File: config.mk
export PLATFORM = sky130hd
export DESIGN_NAME = weight_csr_encoder
export DESIGN_NICKNAME = d
export VERILOG_FILES = /design/src/rtl/bnn_comp_pkg.sv /design/src/rtl/comp_beat_reg.sv /design/src/rtl/weight_csr_encoder.sv
export SDC_FILE = /design/constraint.sdc
export NUM_CORES = 1
export LEC_CHECK = 0
export ABC_CLOCK_PERIOD_IN_PS = 6200
export BUFFER_PORTS_ARGS = -buffer_cell sky130_fd_sc_hd__buf_2
export CORE_UTILIZATION = 40
export CTS_BUF_LIST = sky130_fd_sc_hd__clkbuf_8
export DETAILED_ROUTE_END_ITERATION = 10
export HOLD_SLACK_MARGIN = 0.15
export PLACE_DENSITY = 0.63
export SLEW_MARGIN = 20
export SYNTH_ARGS = -nofsm -noshare
export SYNTH_HDL_FRONTEND = slang
export SYNTH_SLANG_ARGS = --single-unit
File: constraint.sdc
create_clock -name clk -period 6.2 [get_ports clk]
set_input_delay 1.24 -clock clk [delete_from_list [all_inputs] [get_ports clk]]
set_output_delay 1.24 -clock clk [all_outputs]
set_load 0.05 [all_outputs]
File: src/rtl/bnn_comp_pkg.sv
// rtl/bnn_comp_pkg.sv - shared constants, encoder state and compressed-beat layout
package bnn_comp_pkg;

    localparam int IDX_W       = 6;
    localparam logic [IDX_W-1:0] IDX_SENTINEL = 6'h3F;
    localparam int COMP_WORD_W = 64;
    localparam int COMP_BEAT_W = 3 * IDX_W + COMP_WORD_W;

    typedef enum logic [1:0] {
        IDLE  = 2'd0,
        RUN   = 2'd1,
        DRAIN = 2'd2,
        DONE  = 2'd3
    } enc_state_t;

    // Same layout the accelerator's compressed-write receiver unpacks.
    typedef struct packed {
        logic [IDX_W-1:0]       row;
        logic [IDX_W-1:0]       idx;
        logic [IDX_W-1:0]       ptr;
        logic [COMP_WORD_W-1:0] val;
    } comp_beat_t;

endpackage

File: src/rtl/comp_beat_reg.sv
// rtl/comp_beat_reg.sv - single-entry valid/ready register stage for compressed beats
module comp_beat_reg
    import bnn_comp_pkg::*;
(
    input  logic                   clk,
    input  logic                   reset,
    input  logic                   s_tvalid,
    output logic                   s_tready,
    input  logic [COMP_BEAT_W-1:0] s_tdata,
    output logic                   m_tvalid,
    input  logic                   m_tready,
    output logic [COMP_BEAT_W-1:0] m_tdata
);

    comp_beat_t beat_q;
    logic       valid_q;

    // Refill in the same cycle the held beat drains, giving one beat per cycle.
    assign s_tready = !valid_q || m_tready;
    assign m_tvalid = valid_q;
    assign m_tdata  = beat_q;

    always_ff @(posedge clk) begin
        if (reset) begin
            valid_q <= 1'b0;
            beat_q  <= '0;
        end else if (s_tvalid && s_tready) begin
            valid_q <= 1'b1;
            beat_q  <= comp_beat_t'(s_tdata);
        end else if (m_tready) begin
            valid_q <= 1'b0;
        end
    end

endmodule

File: src/rtl/weight_csr_encoder.sv
// rtl/weight_csr_encoder.sv - dense weight rows to per-row CSR write beats; WEIGHT_ENC_COL_MASK_EN adds column mask
module weight_csr_encoder
    import bnn_comp_pkg::*;
#(
    parameter int WORD_SIZE = COMP_WORD_W,
    parameter int NUM_ROWS  = 64,
    parameter int ROW_LEN   = 64
) (
    input  logic                 clk,
    input  logic                 reset,
    input  logic                 start,
    input  logic                 in_valid,
    output logic                 in_ready,
    input  logic [WORD_SIZE-1:0] in_data,
    output logic                 wr_compressed,
    input  logic                 out_ready,
    output logic [IDX_W-1:0]     wr_comp_row,
    output logic [IDX_W-1:0]     wr_comp_idx,
    output logic [IDX_W-1:0]     wr_comp_ptr,
    output logic [WORD_SIZE-1:0] wr_comp_val,
    output logic                 row_nnz_valid,
    output logic [IDX_W:0]       row_nnz,
    output logic                 busy,
    output logic                 done,
    output logic                 err_overflow
`ifdef WEIGHT_ENC_COL_MASK_EN
    ,
    output logic [ROW_LEN-1:0]   active_col_mask,
    output logic [IDX_W:0]       active_col_count
`endif
);

    localparam int NNZ_W = IDX_W + 1;

    enc_state_t       state;
    logic [IDX_W-1:0] row_cnt;
    logic [IDX_W-1:0] col_cnt;
    logic [IDX_W-1:0] k_cnt;
    logic [NNZ_W-1:0] nnz_cnt;

    logic       beat_s_ready;
    logic       in_fire;
    logic       word_nz;
    logic       last_col;
    logic       last_word;
    logic       overflow_hit;
    logic       out_fire;
    comp_beat_t beat_in;
    comp_beat_t beat_out;

    assign in_ready     = (state == RUN) && beat_s_ready;
    assign in_fire      = in_valid && in_ready;
    assign out_fire     = wr_compressed && out_ready;
    assign word_nz      = (in_data != '0);
    assign last_col     = (col_cnt == IDX_W'(ROW_LEN - 1));
    assign last_word    = last_col && (row_cnt == IDX_W'(NUM_ROWS - 1));
    assign overflow_hit = word_nz && (k_cnt == IDX_SENTINEL);

    assign busy = (state != IDLE);
    assign done = (state == DONE);

    // Zero words and words past the pointer space both become sentinel beats.
    always_comb begin
        beat_in     = '0;
        beat_in.row = row_cnt;
        beat_in.idx = col_cnt;
        beat_in.ptr = IDX_SENTINEL;
        if (word_nz && !overflow_hit) begin
            beat_in.ptr = k_cnt;
            beat_in.val = COMP_WORD_W'(in_data);
        end
    end

    comp_beat_reg u_beat_reg (
        .clk      (clk),
        .reset    (reset),
        .s_tvalid (in_fire),
        .s_tready (beat_s_ready),
        .s_tdata  (beat_in),
        .m_tvalid (wr_compressed),
        .m_tready (out_ready),
        .m_tdata  (beat_out)
    );

    assign wr_comp_row = beat_out.row;
    assign wr_comp_idx = beat_out.idx;
    assign wr_comp_ptr = beat_out.ptr;
    assign wr_comp_val = beat_out.val[WORD_SIZE-1:0];

    always_ff @(posedge clk) begin
        if (reset) begin
            state         <= IDLE;
            row_cnt       <= '0;
            col_cnt       <= '0;
            k_cnt         <= '0;
            nnz_cnt       <= '0;
            row_nnz_valid <= 1'b0;
            row_nnz       <= '0;
            err_overflow  <= 1'b0;
        end else begin
            row_nnz_valid <= 1'b0;
            case (state)
                IDLE: begin
                    if (start) begin
                        state        <= RUN;
                        row_cnt      <= '0;
                        col_cnt      <= '0;
                        k_cnt        <= '0;
                        nnz_cnt      <= '0;
                        err_overflow <= 1'b0;
                    end
                end
                RUN: begin
                    if (in_fire) begin
                        if (overflow_hit) begin
                            err_overflow <= 1'b1;
                        end else if (word_nz) begin
                            k_cnt <= k_cnt + IDX_W'(1);
                        end
                        if (last_col) begin
                            // row_nnz includes dropped overflow words.
                            row_nnz_valid <= 1'b1;
                            row_nnz       <= nnz_cnt + NNZ_W'(word_nz);
                            nnz_cnt       <= '0;
                            k_cnt         <= '0;
                            col_cnt       <= '0;
                            if (last_word) begin
                                row_cnt <= '0;
                                state   <= DRAIN;
                            end else begin
                                row_cnt <= row_cnt + IDX_W'(1);
                            end
                        end else begin
                            nnz_cnt <= nnz_cnt + NNZ_W'(word_nz);
                            col_cnt <= col_cnt + IDX_W'(1);
                        end
                    end
                end
                DRAIN: begin
                    if (out_fire) begin
                        state <= DONE;
                    end
                end
                DONE: begin
                    state <= IDLE;
                end
                default: begin
                    state <= IDLE;
                end
            endcase
        end
    end

`ifdef WEIGHT_ENC_COL_MASK_EN
    logic [IDX_W:0] mask_pop;

    always_comb begin
        mask_pop = '0;
        for (int c = 0; c < ROW_LEN; c++) begin
            mask_pop = mask_pop + NNZ_W'(active_col_mask[c]);
        end
    end

    // Count is captured on the final handshake so it is valid together with done.
    always_ff @(posedge clk) begin
        if (reset) begin
            active_col_mask  <= '0;
            active_col_count <= '0;
        end else if (state == IDLE && start) begin
            active_col_mask  <= '0;
            active_col_count <= '0;
        end else begin
            if (in_fire && word_nz) begin
                active_col_mask[col_cnt] <= 1'b1;
            end
            if (state == DRAIN && out_fire) begin
                active_col_count <= mask_pop;
            end
        end
    end
`endif

endmodule

==> qor.yml, run 1 <==
synthesis:
  postSynthNetCount: 672
  yosysSeqAreaShare_pct: 45.2
  async_set_or_reset_register_ratio_after_synthesis_pct: 0
  synth_area_leader_cell: "dfxtp_1"
  post_synth_and_or_nand_nor_area_fraction_pct: 28.5
  netlist.area_leader.share_pct: 45.2
  synth_compound_area_share_pct: 16.3
  ys_dominant_reg_cell: "dfxtp_1"
  share_of_the_synthesized_netlist_area_taken_by_xor_and_xnor_gates_pct: 0.996
  synth.yosys.warnings: 0
  avgSynthCellArea_um2: 8.88
  synth.area.mux_share_pct: 1.33
  synth_adder_area_share_pct: 2.13
  synth.cell_area_mm2: 0.00528
  ys_ff_latch: 119
  main_combinational_cell_family_by_area_after_synthesis: "simple AND/OR/NAND/NOR gates"
  synth_cell_type_count: 52
  yosys-top-cells-area: "dfxtp_1 (45%), nand3b_1 (9.2%), nand2_1 (7.0%)"
  synth_enable_flop_cells: 0
  synthCells: 594
run:
  drv_cap: 0
finish:
  design.final.nets: 813
  layout.cell_area.non_filler_mm2: 0.00644
  area_added_between_synthesis_and_finish_pct: 22.1
  final.fill_count: 1291
  layout_commonest_cell: "buf_2"
  postLayoutCoreUtil_pct: 50.6
  layout.cells.most_common_list: "buf_2 (163), dfxtp_1 (119), nand2_1 (99), nand3b_1 (65), o21ai_2 (38)"
  drive_above_1_share_pct: 32.4
floorplanning:
  core.rowCount: 41
  start_util_pct: 41.5
  fp.dieW_um: 117
  floorplan.io_pins: 164
  die_footprint_mm2: 0.0137
  fp.coreArea_mm2: 0.0127
  chipHeight_um: 117
place:
  placement.io_buffers: 163
  dp_wirelength_mm: 9.14
  dp_slack_ns: 1.92
  routability_congestion_estimate: 0.785
  placement.cell_area_mm2: 0.00608
power_and_ir_drop:
  p_per_area_mw_per_mm2: 374
  static-leakage-power_nw: 2.72
  worst_ir_drop_on_vdd_mv: 0.164
cts:
  postCtsResizedCells: 0
  cts.path.max_buffers: 2
  ctsHtreeMaxLevel: 4
  tritoncts_clock_tree: "built"
  postCtsHoldBufs: 0
  cts_made_buffers: 17
  clk_tree_root_cell: "clkbuf_8"
  clk_latency_ns: 0.43
  clock_sinks: 119
  clkSlewWorstSetupHoldPaths_ns: 0.06
  post-cts-setup-buffers: 0
routing:
  drc_errors: 0
  postRouteAntennaNets: 0
  number_of_vias_in_the_routed_layout: 4831
  route.detailed.vias_per_inst: 5.26
  number_of_drc_markers_in_iteration_0: 336
  drt_pass1_iterations: 4
  route.detailed.wl_per_inst_um: 15.0
  postRouteWirelength_mm: 13.8
sta:
  clock_skew_ns: 0.00849
  worstMarginPinSlew_ns: 1.01
  fin_ws_ns: 2.51
  timing_max_transition_violations_final: 0
  layout_min_cycle_time_ns: 3.69
  fin_tns_setup_ns: 0
  fmax_ghz: 0.271
  rsz0062_at_grt: "false"
  whs_ns: 0.450
  min_period_over_period_pct: 59.6
  final-setup-viol-count: 0
  max-slew-margin-rel_pct: 32.4
  final_hold_violating_endpoints: 0
setup_path:
  worst_setup_path_start_kind: "primary input"
  end_kind: "flip-flop"
  criticalPathCategory: "primary input to flip-flop"
  crit_arrival_ns: 3.96
  timing.critical_path.fanout_max: 66
  critical_path_required_ns: 6.47
global_route:
  grt_first_pass_wirelength_mm: 21.0
  track_usage_pct: 20.0
  antenna_found_initial: 0
  grt_pass1_vias: 4246
  grt_overflow: 0
  pin_count_of_the_biggest_net_entering_global_routing: 114
hold_path:
  timing.hold.worst.class: "flip-flop to flip-flop"
outcome:
  result_of_the_run: "finished, final reports clean"
per-stage QoR:
| stage | cells | total power [mW] |
|---|---|---|
| after floorplan | 594 | 1.58 |
| after global placement | 888 | 1.77 |
| after detailed placement | 888 | 1.78 |
| after CTS | 918 | 2.43 |
| after global routing | 918 | 2.54 |
| final | 919 | 2.41 |
logic make-up after synthesis:
group / Yosys count
XOR/XNOR: 6
flip-flops: 119
buffers and inverters: 51
AND/OR/NAND/NOR: 276
adder cells (fa/ha/maj): 9
multiplexers: 7
AO/OA/AOI/OAI: 126
layer usage:
| metal | part of all wire, % | up-vias | global-route usage, % |
|---|---|---|---|
| li1 | - | 2406 | - |
| met4 | 2.9 | 0 | 10.5 |
| met1 | 45 | 2262 | 25.2 |
| met3 | 5.9 | 25 | 5.56 |
| met2 | 46 | 138 | 31.1 |
| met5 | 0 | - | 0 |
registers in the layout, summed over array words and instances (netlist names):
name                 cells
u_beat_reg.m_tdata      82
nnz_cnt                  7
row_nnz                  7
col_cnt                  6
k_cnt                    6
row_cnt                  6
state                    2
err_overflow             1
row_nnz_valid            1
u_beat_reg.m_tvalid      1
final cells by class:
type | count | area, um^2 | share of cell area [%]
inverters | 7 | 31.3 | 0.485
diodes | 1 | 2.50 | 0.0388
well taps | 172 | 215 | 3.34
clock inverters | 8 | 58.8 | 0.913
clock buffers | 22 | 303 | 4.70
repair buffers | 166 | 838 | 13.0
multi-input cells | 424 | 2610 | 40.5
flip-flops and latches | 119 | 2380 | 37.0
synthesized netlist by cell type (2+ instances only):
| master | n |
|---|---|
| a21oi_1 | 27 |
| a22oi_1 | 7 |
| a311oi_1 | 4 |
| a31oi_1 | 2 |
| and3_1 | 5 |
| buf_12 | 5 |
| buf_2 | 6 |
| clkbuf_1 | 30 |
| clkbuf_2 | 2 |
| dfxtp_1 | 119 |
| ha_1 | 9 |
| inv_1 | 6 |
| mux2i_1 | 7 |
| nand2_1 | 99 |
| nand2b_1 | 3 |
| nand3_1 | 12 |
| nand3_2 | 2 |
| nand3b_1 | 65 |
| nand4_1 | 9 |
| nand4b_1 | 4 |
| nor2_1 | 31 |
| nor2b_1 | 3 |
| nor3_1 | 11 |
| nor4_1 | 19 |
| o21ai_0 | 34 |
| o21ai_2 | 38 |
| o31ai_1 | 3 |
| o32ai_1 | 2 |
| or3_1 | 3 |
| xnor2_1 | 5 |
critical path, cell delays in order:
cell and delay (ns):
buf_2 0.11, nor4_1 0.48, nand4_1 0.25, nor4_4 0.74
or3_4 0.86, o21ai_0 0.23
path summary, 6_finish.rpt:
kind,slack [ns],to,cells past startpoint,start
setup / recovery,2.51,u_beat_reg.m_tdata[6],6,in_data[51]
hold / removal,0.45,u_beat_reg.m_tdata[80],2,u_beat_reg.m_tdata[80]
setup reg to reg,3.03,row_nnz[5],6,state[1]
hold reg to reg,0.45,u_beat_reg.m_tdata[80],2,u_beat_reg.m_tdata[80]
report_power, final:
group | switching [mW] | internal (mW)
Sequential | 0.0477 | 0.847
Clock | 0.285 | 0.357
Combinational | 0.660 | 0.210
No activity file was read; power rests on OpenSTA's default activity.
==> run 2: changes to the inputs <==
- ABC_CLOCK_PERIOD_IN_PS: 6200 -> 3700
- clock period: 6.2 -> 3.7 ns (I/O delays scaled with it)
==> qor.yml, run 2 (synthesis gave the netlist of run 1 again) <==
floorplanning:
  floorplan.io_pins: 164  # unchanged
  chipHeight_um: 117  # unchanged
  start_util_pct: 41.5  # unchanged
  fp.coreArea_mm2: 0.0127  # unchanged
  fp.dieW_um: 117  # unchanged
  core.rowCount: 41  # unchanged
  die_footprint_mm2: 0.0137  # unchanged
finish:
  final.fill_count: 1293  # was 1291
  layout.cells.most_common_list: "buf_2 (163), dfxtp_1 (119), nand2_1 (99), nand3b_1 (65), o21ai_2 (38)"  # unchanged
  area_added_between_synthesis_and_finish_pct: 22.2  # was 22.1%
  regArea_mm2: 0.00238  # unchanged
  layout.cell_area.non_filler_mm2: 0.00645  # was 0.00644 mm^2
  multi_input_area_mm2: 0.00261  # unchanged
  drive_above_1_share_pct: 32.5  # was 32.4%
  largest_reg_flops: 82  # unchanged
  design.final.nets: 818  # was 813
  layout_commonest_cell: "buf_2"  # unchanged
place:
  dp_wirelength_mm: 9.91  # was 9.14 mm
  routability_congestion_estimate: 0.792  # was 0.785
  dp_slack_ns: 0.400  # was 1.92 ns
  placement.cell_area_mm2: 0.00613  # was 0.00608 mm^2
  placement.io_buffers: 163  # unchanged
sta:
  layout_min_cycle_time_ns: 2.88
  min_period_over_period_pct: 77.7
  fmax_ghz: 0.348
  clock_skew_ns: 0.0108  # was 0.00849 ns
  timing_max_transition_violations_final: 0  # unchanged
  fin_ws_ns: 0.825  # was 2.51 ns
  worstMarginPinSlew_ns: 0.934  # was 1.01 ns
  max-slew-margin-rel_pct: 37.3  # was 32.4%
  whs_ns: 0.449  # was 0.450 ns
  fin_tns_setup_ns: 0  # unchanged
  rsz0062_at_grt: "false"  # unchanged
  final_hold_violating_endpoints: 0  # unchanged
  final-setup-viol-count: 0  # unchanged
setup_path:
  timing.critical_path.fanout_max: 6  # was 66
  worst-r2r-cell-count: 6  # unchanged
  end_kind: "flip-flop"  # unchanged
  criticalPathCategory: "primary input to flip-flop"  # unchanged
  crit_arrival_ns: 3.23  # was 3.96 ns
  worst_setup_path_start_kind: "primary input"  # unchanged
  critical_path_required_ns: 4.06  # was 6.47 ns
hold_path:
  worstHoldPathCells: 2  # unchanged
  timing.hold.worst.class: "flip-flop to flip-flop"  # unchanged
power_and_ir_drop:
  worst_ir_drop_on_vdd_mv: 0.299  # was 0.164 mV
  static-leakage-power_nw: 2.75  # was 2.72 nW
  p_per_area_mw_per_mm2: 611  # was 374 mW/mm^2
global_route:
  groute.layer.met1.usage_pct: 27.1  # was 25.2%
  grt_first_pass_wirelength_mm: 21.9  # was 21.0 mm
  antenna_found_initial: 0  # unchanged
  pin_count_of_the_biggest_net_entering_global_routing: 65  # was 114
  gr-max-usage-layer: "met2"  # unchanged
  globalRouteMet3Util_pct: 4.79  # was 5.56%
  met2_usage_pct: 32.3  # was 31.1%
  track_usage_pct: 20.9  # was 20.0%
  grt_pass1_vias: 4430  # was 4246
  grt_overflow: 0  # unchanged
cts:
  clk_tree_root_cell: "clkbuf_8"  # unchanged
  cts_made_buffers: 17  # unchanged
  tritoncts_clock_tree: "built"  # unchanged
  clk_latency_ns: 0.44  # was 0.43 ns
  ctsHtreeMaxLevel: 4  # unchanged
  postCtsHoldBufs: 0  # unchanged
  clock_sinks: 119  # unchanged
  clkSlewWorstSetupHoldPaths_ns: 0.06  # about the same
  postCtsResizedCells: 0  # unchanged
  post-cts-setup-buffers: 0  # unchanged
  cts.path.max_buffers: 2  # unchanged
routing:
  number_of_drc_markers_in_iteration_0: 439  # was 336
  route.detailed.wl_per_inst_um: 15.6  # was 15.0 um
  postRouteAntennaNets: 0  # unchanged
  drt_pass1_iterations: 6  # was 4
  number_of_vias_in_the_routed_layout: 4844  # was 4831
  drc_errors: 0  # unchanged
  route.detailed.vias_per_inst: 5.23  # was 5.26
  postRouteWirelength_mm: 14.4  # was 13.8 mm
outcome:
  result_of_the_run: "finished, final reports clean"  # unchanged
run:
  drv_cap: 0  # unchanged
-- run 2: cell types whose count changed in the layout (fill, tap and decap cells not counted), sizes merged --
cell | previous run | this run
buf | 166 | 171
inv | 12 | 16
bufinv | 1 | 0
clkinv | 2 | 4
clkbuf | 22 | 19
-- run 2: path summary, 6_finish.rpt --
kind,from,end,slack [ns]
min reg2reg,u_beat_reg.m_tdata[77],u_beat_reg.m_tdata[77],0.45
max reg2reg,state[1],row_nnz[6],1.11
min,u_beat_reg.m_tdata[77],u_beat_reg.m_tdata[77],0.45
max,in_data[51],nnz_cnt[2],0.82
-- run 2: final cells by class --
class	count	area share [%]
tap	172	3.34
clock inverter	13	0.834
antenna	1	0.0388
timing repair buffer	171	13.8
inverter	7	0.485
multi-input combinational	424	40.5
sequential	119	36.9
clock buffer	19	4.06
-- run 2: routing by layer --
layer	vias up	wire length, um
li1	2406	-
met1	2267	6510
met2	143	6750
met3	28	734
met4	0	420
met5	-	0
-- run 2: critical path: stages --
cell	delay [ns]
buf_2	0.10
nor4_1	0.56
nand4_1	0.27
nor4_4	0.42
inv_6	0.07
ha_1	0.25
ha_1	0.29
nor4_1	0.29
o21ai_0	0.11
a21oi_1	0.13
-- run 2: stage by stage --
stage / util (%) / std cells / power, mW
after floorplan: - / 594 / 2.64
after global placement: 48.2 / 893 / 2.97
after detailed placement: 48.2 / 893 / 3.02
after CTS: 50.7 / 925 / 3.97
after global routing: 50.7 / 925 / 4.17
final: 50.7 / 926 / 3.94
-- run 2: power breakdown --
part / internal [mW] / leakage [nW] / switching (mW)
Sequential: 1.42 / 0.964 / 0.0844
Combinational: 0.360 / 1.58 / 1.13
Clock: 0.470 / 0.200 / 0.483
